**src/rtl/mem_port_arbiter_if.sv**
```systemverilog
// Handshake and memory-bus bundle between the fetch/load-store requesters,
// the arbiter (slave modport) and the memory macro side (master modport).
interface mem_port_arbiter_if #(
  parameter int ADDR_WIDTH = 32,
  parameter int DATA_WIDTH = 32
) ();
  logic                  if_req;
  logic [ADDR_WIDTH-1:0] if_addr;
  logic                  if_gnt;
  logic                  if_rvalid;
  logic [DATA_WIDTH-1:0] if_rdata;

  logic                  dm_req;
  logic                  dm_we;
  logic [ADDR_WIDTH-1:0] dm_addr;
  logic [DATA_WIDTH-1:0] dm_wdata;
  logic                  dm_gnt;
  logic                  dm_rvalid;
  logic [DATA_WIDTH-1:0] dm_rdata;
  logic                  dm_err;

  logic                  mem_en;
  logic                  mem_we;
  logic [ADDR_WIDTH-1:0] mem_addr;
  logic [DATA_WIDTH-1:0] mem_wdata;
  logic [DATA_WIDTH-1:0] mem_rdata;

  modport slave (
    input  if_req, if_addr, dm_req, dm_we, dm_addr, dm_wdata, mem_rdata,
    output if_gnt, if_rvalid, if_rdata, dm_gnt, dm_rvalid, dm_rdata, dm_err,
           mem_en, mem_we, mem_addr, mem_wdata
  );

  modport master (
    output if_req, if_addr, dm_req, dm_we, dm_addr, dm_wdata, mem_rdata,
    input  if_gnt, if_rvalid, if_rdata, dm_gnt, dm_rvalid, dm_rdata, dm_err,
           mem_en, mem_we, mem_addr, mem_wdata
  );
endinterface

```
**src/rtl/mem_port_arbiter.sv**
```systemverilog
// Single-port memory arbiter: load/store has fixed priority over fetch.
// Define MEM_ARB_STARVE_GUARD_EN to build in the fetch starvation guard.
module mem_port_arbiter #(
  parameter int ADDR_WIDTH   = 32,
  parameter int DATA_WIDTH   = 32,
  parameter int STARVE_LIMIT = 4
) (
  input  logic              clk_i,
  input  logic              rst_i,
  mem_port_arbiter_if.slave bus
);

  typedef enum logic [1:0] {
    RESP_NONE   = 2'd0,
    RESP_IF     = 2'd1,
    RESP_DM_RD  = 2'd2,
    RESP_DM_ERR = 2'd3
  } resp_e;

  resp_e resp_q;
  resp_e resp_d;

  logic grant_if_s;
  logic grant_dm_s;
  logic dm_misaligned_s;
  logic dm_access_s;
  logic force_fetch_s;

  if ((STARVE_LIMIT < 1) || (STARVE_LIMIT > 15)) begin : g_bad_limit
    $error("mem_port_arbiter: STARVE_LIMIT must lie in 1..15");
  end

  assign dm_misaligned_s = (bus.dm_addr[1:0] != 2'b00);
  assign dm_access_s     = grant_dm_s & ~dm_misaligned_s;

`ifdef MEM_ARB_STARVE_GUARD_EN
  localparam logic [3:0] LIMIT_C = 4'(STARVE_LIMIT);

  logic [3:0] starve_q;
  logic [3:0] starve_d;

  assign force_fetch_s = (starve_q >= LIMIT_C);

  // Starvation counter register.
  always_ff @(posedge clk_i) begin
    if (rst_i) begin
      starve_q <= 4'd0;
    end else begin
      starve_q <= starve_d;
    end
  end

  // Count consecutive denied fetch cycles, saturating at 15.
  always_comb begin
    starve_d = 4'd0;
    if (rst_i) begin
      starve_d = 4'd0;
    end else if (bus.if_req && !grant_if_s) begin
      starve_d = (starve_q == 4'd15) ? 4'd15 : (starve_q + 4'd1);
    end else begin
      starve_d = 4'd0;
    end
  end
`else
  assign force_fetch_s = 1'b0;
`endif

  // Response owner register.
  always_ff @(posedge clk_i) begin
    if (rst_i) begin
      resp_q <= RESP_NONE;
    end else begin
      resp_q <= resp_d;
    end
  end

  // Grant selection: forced fetch, then data, then fetch.
  always_comb begin
    grant_if_s = 1'b0;
    grant_dm_s = 1'b0;
    if (rst_i) begin
      grant_if_s = 1'b0;
      grant_dm_s = 1'b0;
    end else if (force_fetch_s && bus.if_req) begin
      grant_if_s = 1'b1;
    end else if (bus.dm_req) begin
      grant_dm_s = 1'b1;
    end else if (bus.if_req) begin
      grant_if_s = 1'b1;
    end else begin
      grant_if_s = 1'b0;
      grant_dm_s = 1'b0;
    end
  end

  // Next response owner; writes complete at grant and owe no response.
  always_comb begin
    resp_d = RESP_NONE;
    if (rst_i) begin
      resp_d = RESP_NONE;
    end else if (grant_if_s) begin
      resp_d = RESP_IF;
    end else if (grant_dm_s) begin
      if (dm_misaligned_s) begin
        resp_d = RESP_DM_ERR;
      end else if (bus.dm_we) begin
        resp_d = RESP_NONE;
      end else begin
        resp_d = RESP_DM_RD;
      end
    end else begin
      resp_d = RESP_NONE;
    end
  end

  // Grant, memory-side and response outputs.
  always_comb begin
    bus.if_gnt    = grant_if_s;
    bus.dm_gnt    = grant_dm_s;
    bus.mem_en    = 1'b0;
    bus.mem_we    = 1'b0;
    bus.mem_addr  = {ADDR_WIDTH{1'b0}};
    bus.mem_wdata = {DATA_WIDTH{1'b0}};
    if (grant_if_s) begin
      bus.mem_en   = 1'b1;
      bus.mem_addr = bus.if_addr;
    end else if (dm_access_s) begin
      bus.mem_en    = 1'b1;
      bus.mem_we    = bus.dm_we;
      bus.mem_addr  = bus.dm_addr;
      bus.mem_wdata = bus.dm_wdata;
    end else begin
      bus.mem_en = 1'b0;
    end

    bus.if_rvalid = 1'b0;
    bus.if_rdata  = {DATA_WIDTH{1'b0}};
    bus.dm_rvalid = 1'b0;
    bus.dm_rdata  = {DATA_WIDTH{1'b0}};
    bus.dm_err    = 1'b0;
    // resp_q still holds a stale owner during the first reset cycle.
    if (rst_i) begin
      bus.if_rvalid = 1'b0;
    end else begin
      case (resp_q)
        RESP_IF: begin
          bus.if_rvalid = 1'b1;
          bus.if_rdata  = bus.mem_rdata;
        end
        RESP_DM_RD: begin
          bus.dm_rvalid = 1'b1;
          bus.dm_rdata  = bus.mem_rdata;
        end
        RESP_DM_ERR: begin
          bus.dm_rvalid = 1'b1;
          bus.dm_err    = 1'b1;
        end
        default: begin
          bus.if_rvalid = 1'b0;
          bus.dm_rvalid = 1'b0;
        end
      endcase
    end
  end

endmodule

```
**src/flat_wrapper.sv**
```systemverilog
// flat-port wrapper written by rule: the top's interface ports become plain ports
module mem_port_arbiter_flat 
#(
  parameter int ADDR_WIDTH   = 32,
  parameter int DATA_WIDTH   = 32,
  parameter int STARVE_LIMIT = 4
)
  (clk_i, rst_i, bus_if_req, bus_if_addr, bus_dm_req, bus_dm_we, bus_dm_addr, bus_dm_wdata, bus_mem_rdata, bus_if_gnt, bus_if_rvalid, bus_if_rdata, bus_dm_gnt, bus_dm_rvalid, bus_dm_rdata, bus_dm_err, bus_mem_en, bus_mem_we, bus_mem_addr, bus_mem_wdata);
  mem_port_arbiter_if #(.ADDR_WIDTH(ADDR_WIDTH), .DATA_WIDTH(DATA_WIDTH)) bus_i ();
  input  logic clk_i;
  input  logic rst_i;
  input wire logic [$bits(bus_i.if_req)-1:0] bus_if_req;
  input wire logic [$bits(bus_i.if_addr)-1:0] bus_if_addr;
  input wire logic [$bits(bus_i.dm_req)-1:0] bus_dm_req;
  input wire logic [$bits(bus_i.dm_we)-1:0] bus_dm_we;
  input wire logic [$bits(bus_i.dm_addr)-1:0] bus_dm_addr;
  input wire logic [$bits(bus_i.dm_wdata)-1:0] bus_dm_wdata;
  input wire logic [$bits(bus_i.mem_rdata)-1:0] bus_mem_rdata;
  output wire logic [$bits(bus_i.if_gnt)-1:0] bus_if_gnt;
  output wire logic [$bits(bus_i.if_rvalid)-1:0] bus_if_rvalid;
  output wire logic [$bits(bus_i.if_rdata)-1:0] bus_if_rdata;
  output wire logic [$bits(bus_i.dm_gnt)-1:0] bus_dm_gnt;
  output wire logic [$bits(bus_i.dm_rvalid)-1:0] bus_dm_rvalid;
  output wire logic [$bits(bus_i.dm_rdata)-1:0] bus_dm_rdata;
  output wire logic [$bits(bus_i.dm_err)-1:0] bus_dm_err;
  output wire logic [$bits(bus_i.mem_en)-1:0] bus_mem_en;
  output wire logic [$bits(bus_i.mem_we)-1:0] bus_mem_we;
  output wire logic [$bits(bus_i.mem_addr)-1:0] bus_mem_addr;
  output wire logic [$bits(bus_i.mem_wdata)-1:0] bus_mem_wdata;
  assign bus_i.if_req = bus_if_req;
  assign bus_i.if_addr = bus_if_addr;
  assign bus_i.dm_req = bus_dm_req;
  assign bus_i.dm_we = bus_dm_we;
  assign bus_i.dm_addr = bus_dm_addr;
  assign bus_i.dm_wdata = bus_dm_wdata;
  assign bus_i.mem_rdata = bus_mem_rdata;
  assign bus_if_gnt = bus_i.if_gnt;
  assign bus_if_rvalid = bus_i.if_rvalid;
  assign bus_if_rdata = bus_i.if_rdata;
  assign bus_dm_gnt = bus_i.dm_gnt;
  assign bus_dm_rvalid = bus_i.dm_rvalid;
  assign bus_dm_rdata = bus_i.dm_rdata;
  assign bus_dm_err = bus_i.dm_err;
  assign bus_mem_en = bus_i.mem_en;
  assign bus_mem_we = bus_i.mem_we;
  assign bus_mem_addr = bus_i.mem_addr;
  assign bus_mem_wdata = bus_i.mem_wdata;
  mem_port_arbiter #(.ADDR_WIDTH(ADDR_WIDTH), .DATA_WIDTH(DATA_WIDTH), .STARVE_LIMIT(STARVE_LIMIT)) u_core (.clk_i(clk_i), .rst_i(rst_i), .bus(bus_i));
endmodule
```
**config.mk**
```make
export PLATFORM = sky130hd
export DESIGN_NAME = mem_port_arbiter_flat
export DESIGN_NICKNAME = d
export VERILOG_FILES = /design/src/rtl/mem_port_arbiter_if.sv /design/src/rtl/mem_port_arbiter.sv /design/src/flat_wrapper.sv
export SDC_FILE = /design/constraint.sdc
export NUM_CORES = 1
export LEC_CHECK = 0
export BUFFER_PORTS_ARGS = -buffer_cell sky130_fd_sc_hd__buf_2
export CAP_MARGIN = 15
export CORE_AREA = 10 10 95 97
export CTS_CLUSTER_SIZE = 25
export DETAILED_ROUTE_END_ITERATION = 10
export DIE_AREA = 0 0 105 107
export GPL_TIMING_DRIVEN = 0
export SLEW_MARGIN = 20
export SYNTH_ARGS = -nofsm -noshare
export SYNTH_HDL_FRONTEND = slang
export SYNTH_SLANG_ARGS = --single-unit
```
**constraint.sdc**
```tcl
create_clock -name clk_i -period 2.1 [get_ports clk_i]
set_input_delay 0.315 -clock clk_i [delete_from_list [all_inputs] [get_ports clk_i]]
set_output_delay 0.315 -clock clk_i [all_outputs]
set_load 0.01 [all_outputs]
```
; Word-level counts from Yosys, hierarchy flattened
; Cells that the tools add are included.
[op_classes]
bitwise_logic = 3
n_mux = 27
n_eq_ne = 3
reduce_logical = 3
[ops]
columns = op, n
row1 = $mux W32, 8
row2 = $mux W1, 17
row3 = $eq A2 B2 Y1 const B, 2
row4 = $mux W2, 2
row5 = $reduce_or A3 Y1, 1
row6 = $eq A2 B1 Y1 const B, 1
row7 = $not A1 Y1, 2
row8 = $reduce_bool A2 Y1, 1
row9 = $reduce_or A2 Y1, 1
row10 = $and A1 B1 Y1, 1
[word_totals]
out_inout_bits = 135
wordCells = 38
reg_bits = 2
inputBits = 133

; Depth between registers and ports, before layout
[depth]
ltp_word = 5
mapped_depth = 3
depth_no_buf = 3

; Worst setup path after synthesis
; OpenSTA, ideal clock, no wires.
[synth_path]
kind = in2out
from = input port rst_i
to = output port bus_mem_wdata[10]
setup_slack_ps = 666
t_arrival_ps = 1119
n_path_buf = 1
path_stages = 3
t_required_ps = 1785
path_cell_list = nor4b_4 > clkbuf_2 > and2_1
[synth_via]
elab_chain_cells = 4
word_cells_on_any_way = 5
classes_between = mux (4) / bitwise (1)
[synth_rtl]
columns = element, line_no
row1 = start: declaration, flat_wrapper.sv:11  ; input logic rst_i;
row2 = $mux W1, mem_port_arbiter.sv:81  ; if (rst_i) begin
row3 = $and A1 B1 Y1, mem_port_arbiter.sv:34  ; assign dm_access_s = grant_dm_s & ~dm_misaligned_s;
row4 = $mux W32, mem_port_arbiter.sv:127  ; end else if (dm_access_s) begin
row5 = $mux W32 *, mem_port_arbiter.sv:124  ; if (grant_if_s) begin
row6 = end: declaration, flat_wrapper.sv:29  ; output wire logic [$bits(bus_i.mem_wdata)-1:0] bus_mem_wdata;
; Mark *: on every way between the ends. The rest lies on a longest branch, timed or not.

; Worst setup path after layout
[layout_path]
from = input port rst_i
to = output port bus_mem_addr[19]
[layout_via]
elab_chain_cells = 4
word_cells_on_any_way = 5
classes_between = mux (4) / bitwise (1)
[layout_rtl]
columns = element, line_no
row1 = $mux W1, mem_port_arbiter.sv:81
row2 = $and A1 B1 Y1, mem_port_arbiter.sv:34
row3 = $mux W32, mem_port_arbiter.sv:127
row4 = $mux W32 *, mem_port_arbiter.sv:124
row5 = end: declaration, flat_wrapper.sv:28  ; output wire logic [$bits(bus_i.mem_addr)-1:0] bus_mem_addr;
; Marks and branches as above.

==> metrics.txt <==
number of maximum-capacitance constraint violations=0; TritonCTS clock tree=built; Synthesized Nets=291; Finish-stage setup viols=0; outcome=finished clean; flip-flop count of the largest register, all copies and words added=2; Layout fillers=828; largest voltage drop on the vdd net=0.112 mV; Top Metal Used=met4; portion of the clock cycle consumed by the worst path in the final layout=90.1%; main area contributors after synthesis=sky130_fd_sc_hd__and2_1 57%, sky130_fd_sc_hd__a22o_1 24%, sky130_fd_sc_hd__dfxtp_1 3.7%, sky130_fd_sc_hd__nor4b_4 2.2%, sky130_fd_sc_hd__buf_4 2.1%; WL per Instance=16.8 um; number of flip-flops and latches in the synthesized netlist=2; total design power=0.535 mW; Max Clk Rate=529 MHz; # Post-CTS Setup Buffers=0; TNS Setup=0 ns; final HPWL from detailed placement=8300 um; pwr/cell area=205 nW/um2; post-synthesis sequential area ratio=3.66%; Syn. warnings=0; vias after detailed routing=2146; maximum clock insertion buffer count=2; headroom to the max-slew limit=62.7%; area occupied by multi-input gates=985 um2; largest registers in the final layout=u_core.resp_q: 2 flops; instance count of the mapped netlist=158; Starting Density=15.3%; cell area after technology mapping=1090 um2; LEAKAGE=1.79 nW; final net count=563; Critical Path End Type=output port; Diodes inserted=0; routed wl met2=4550 um; post-layout minimum cycle time=1.89 ns; IO buf count=267; aggregate global routing overflow=0; clock-pin slew on the worst setup and hold paths=0.03 ns; Tightest Hold Check Type=input pin to flop; critical path arrival=1.58 ns; core area=7140 um2; DRC violation count after routing=0; DRT met1 WL=2940 um; CTS buffer count=3; setup repair after global routing missed its margin=false; slew of the pin with the lowest slew margin=0.558 ns; first drt pass iteration count=4; layout cell share with drive strength beyond 1=66.6%; Worst Min Path Start=bus_dm_we; number of antenna violations at the first check in global routing=0; sum of met3 wire segment lengths after detailed routing=1310 um; Yosys top cell by area=sky130_fd_sc_hd__and2_1; most frequent cells in the layout=271 x sky130_fd_sc_hd__buf_2, 99 x sky130_fd_sc_hd__and2_1, 30 x sky130_fd_sc_hd__a22o_1; top register by number of flip-flops=u_core.resp_q; sequential standard cell area=40.0 um2; synthesized area divided by synthesized cell count=6.93 um2; height of the die=107 um; Min-Delay Path Depth=2; drt total wl=8850 um; Worst Path Class, Setup=input pin to output port; number of rows created at floorplan=31; number of hold-slack violations in the final timing report=0; antenna viol nets, final=0; most common cell after layout, fill and taps aside=sky130_fd_sc_hd__buf_2; Detailed Route Iter0 Violations=41; DIE AREA=11200 um2; number of global-route vias before repair=2295; root buf cell=sky130_fd_sc_hd__clkbuf_8; total number of clock tree sinks=2; GRT Resource Usage Total=14.3%; Min-Delay Endpoint=u_core.resp_q[1]; Worst Hold Margin=0.327 ns; width of the die=105 um; first-pass GRT wire length=13000 um; Synth-to-Final Area Change=138%; distinct cell type count of the synthesized netlist=18; data required time at the worst endpoint=1.78 ns; fraction of synthesized cell area taken by the top area cell type=56.6%; Worst Setup Start Kind=input pin; worst-path maximum fanout=10; weighted congestion reported at the end of routability-driven placement=0.834; pins over their slew limit=0; maximum number of pins on one net before global-route repair=11; top-level I/O count=268; post-detailed-route via-to-cell ratio=4.07; number of levels the H-tree was split into=1
## worst max-delay path, stage by stage
cell and delay [ns]:
sky130_fd_sc_hd__buf_2 0.16, sky130_fd_sc_hd__nor3b_2 0.44, sky130_fd_sc_hd__buf_2 0.34, sky130_fd_sc_hd__a22o_1 0.18, sky130_fd_sc_hd__buf_2 0.14
## worst max-delay path by stage
stage | startpoint | endpoint | cells past startpoint
after floorplan | rst_i | bus_mem_wdata[10] | 3
after global placement | rst_i | bus_mem_wdata[31] | 5
after detailed placement | rst_i | bus_if_rdata[14] | 5
after CTS | u_core.resp_q[0] | bus_if_rdata[14] | 4
after global routing | rst_i | bus_mem_addr[16] | 5
final | rst_i | bus_mem_addr[19] | 5
## layout make-up
| cell class | count | share of cell area (%) |
|---|---|---|
| Buffer | 15 | 2.93 |
| Sequential cell | 2 | 1.54 |
| Multi-Input combinational cell | 140 | 37.8 |
| Inverter | 1 | 0.144 |
| Timing Repair Buffer | 267 | 51.3 |
| Tap cell | 99 | 4.75 |
| Clock buffer | 3 | 1.58 |
## kinds of logic (layout without fill, tap and decap cells)
group | Yosys count | in the layout | share of synthesized area (%)
simple gates | 108 | 108 | 63.9
buf+inv | 16 | 286 | 7.31
compound gates | 32 | 32 | 25.1
flops | 2 | 2 | 3.66
## routing by layer
metal	vias up	GRT usage (%)
li1	1068	-
met1	924	13.1
met2	152	26.4
met3	2	8.74
met4	0	3.24
met5	-	0
## Yosys cell counts
master	instances
sky130_fd_sc_hd__nor2_1	1
sky130_fd_sc_hd__and3_1	1
sky130_fd_sc_hd__clkbuf_1	5
sky130_fd_sc_hd__nor3b_2	1
sky130_fd_sc_hd__dfxtp_1	2
sky130_fd_sc_hd__buf_4	3
sky130_fd_sc_hd__nor2b_1	1
sky130_fd_sc_hd__and2_1	99
sky130_fd_sc_hd__buf_2	4
sky130_fd_sc_hd__o21bai_1	1
sky130_fd_sc_hd__or2_2	1
sky130_fd_sc_hd__clkbuf_2	3
sky130_fd_sc_hd__inv_1	1
sky130_fd_sc_hd__a22o_1	30
sky130_fd_sc_hd__nor4b_4	1
sky130_fd_sc_hd__nor3b_1	2
sky130_fd_sc_hd__nand2b_1	1
sky130_fd_sc_hd__a21oi_1	1
## timing repair
item	4_1_cts	5_1_grt
gates resized for setup	0	2
setup endpoints to repair	0	29
hold buffers	0	0
## power breakdown
part           leakage (nW)  switching [mW]  internal (mW)
Sequential           0.0167         0.00188         0.0410
Combinational          1.75           0.158          0.186
Clock                0.0216          0.0276          0.121
## per-stage QoR
stage,setup slack [ns],instance area [um2],util (%),std cells
floorplan,0.666,1090,-,158
global placement,0.133,2550,35.8,524
detailed placement,0.111,2550,35.8,524
CTS,0.0391,2600,36.4,527
global route,0.0161,2610,36.5,527
finish,0.208,2610,36.5,527
Note: power is estimated with default switching activity, not from simulation.
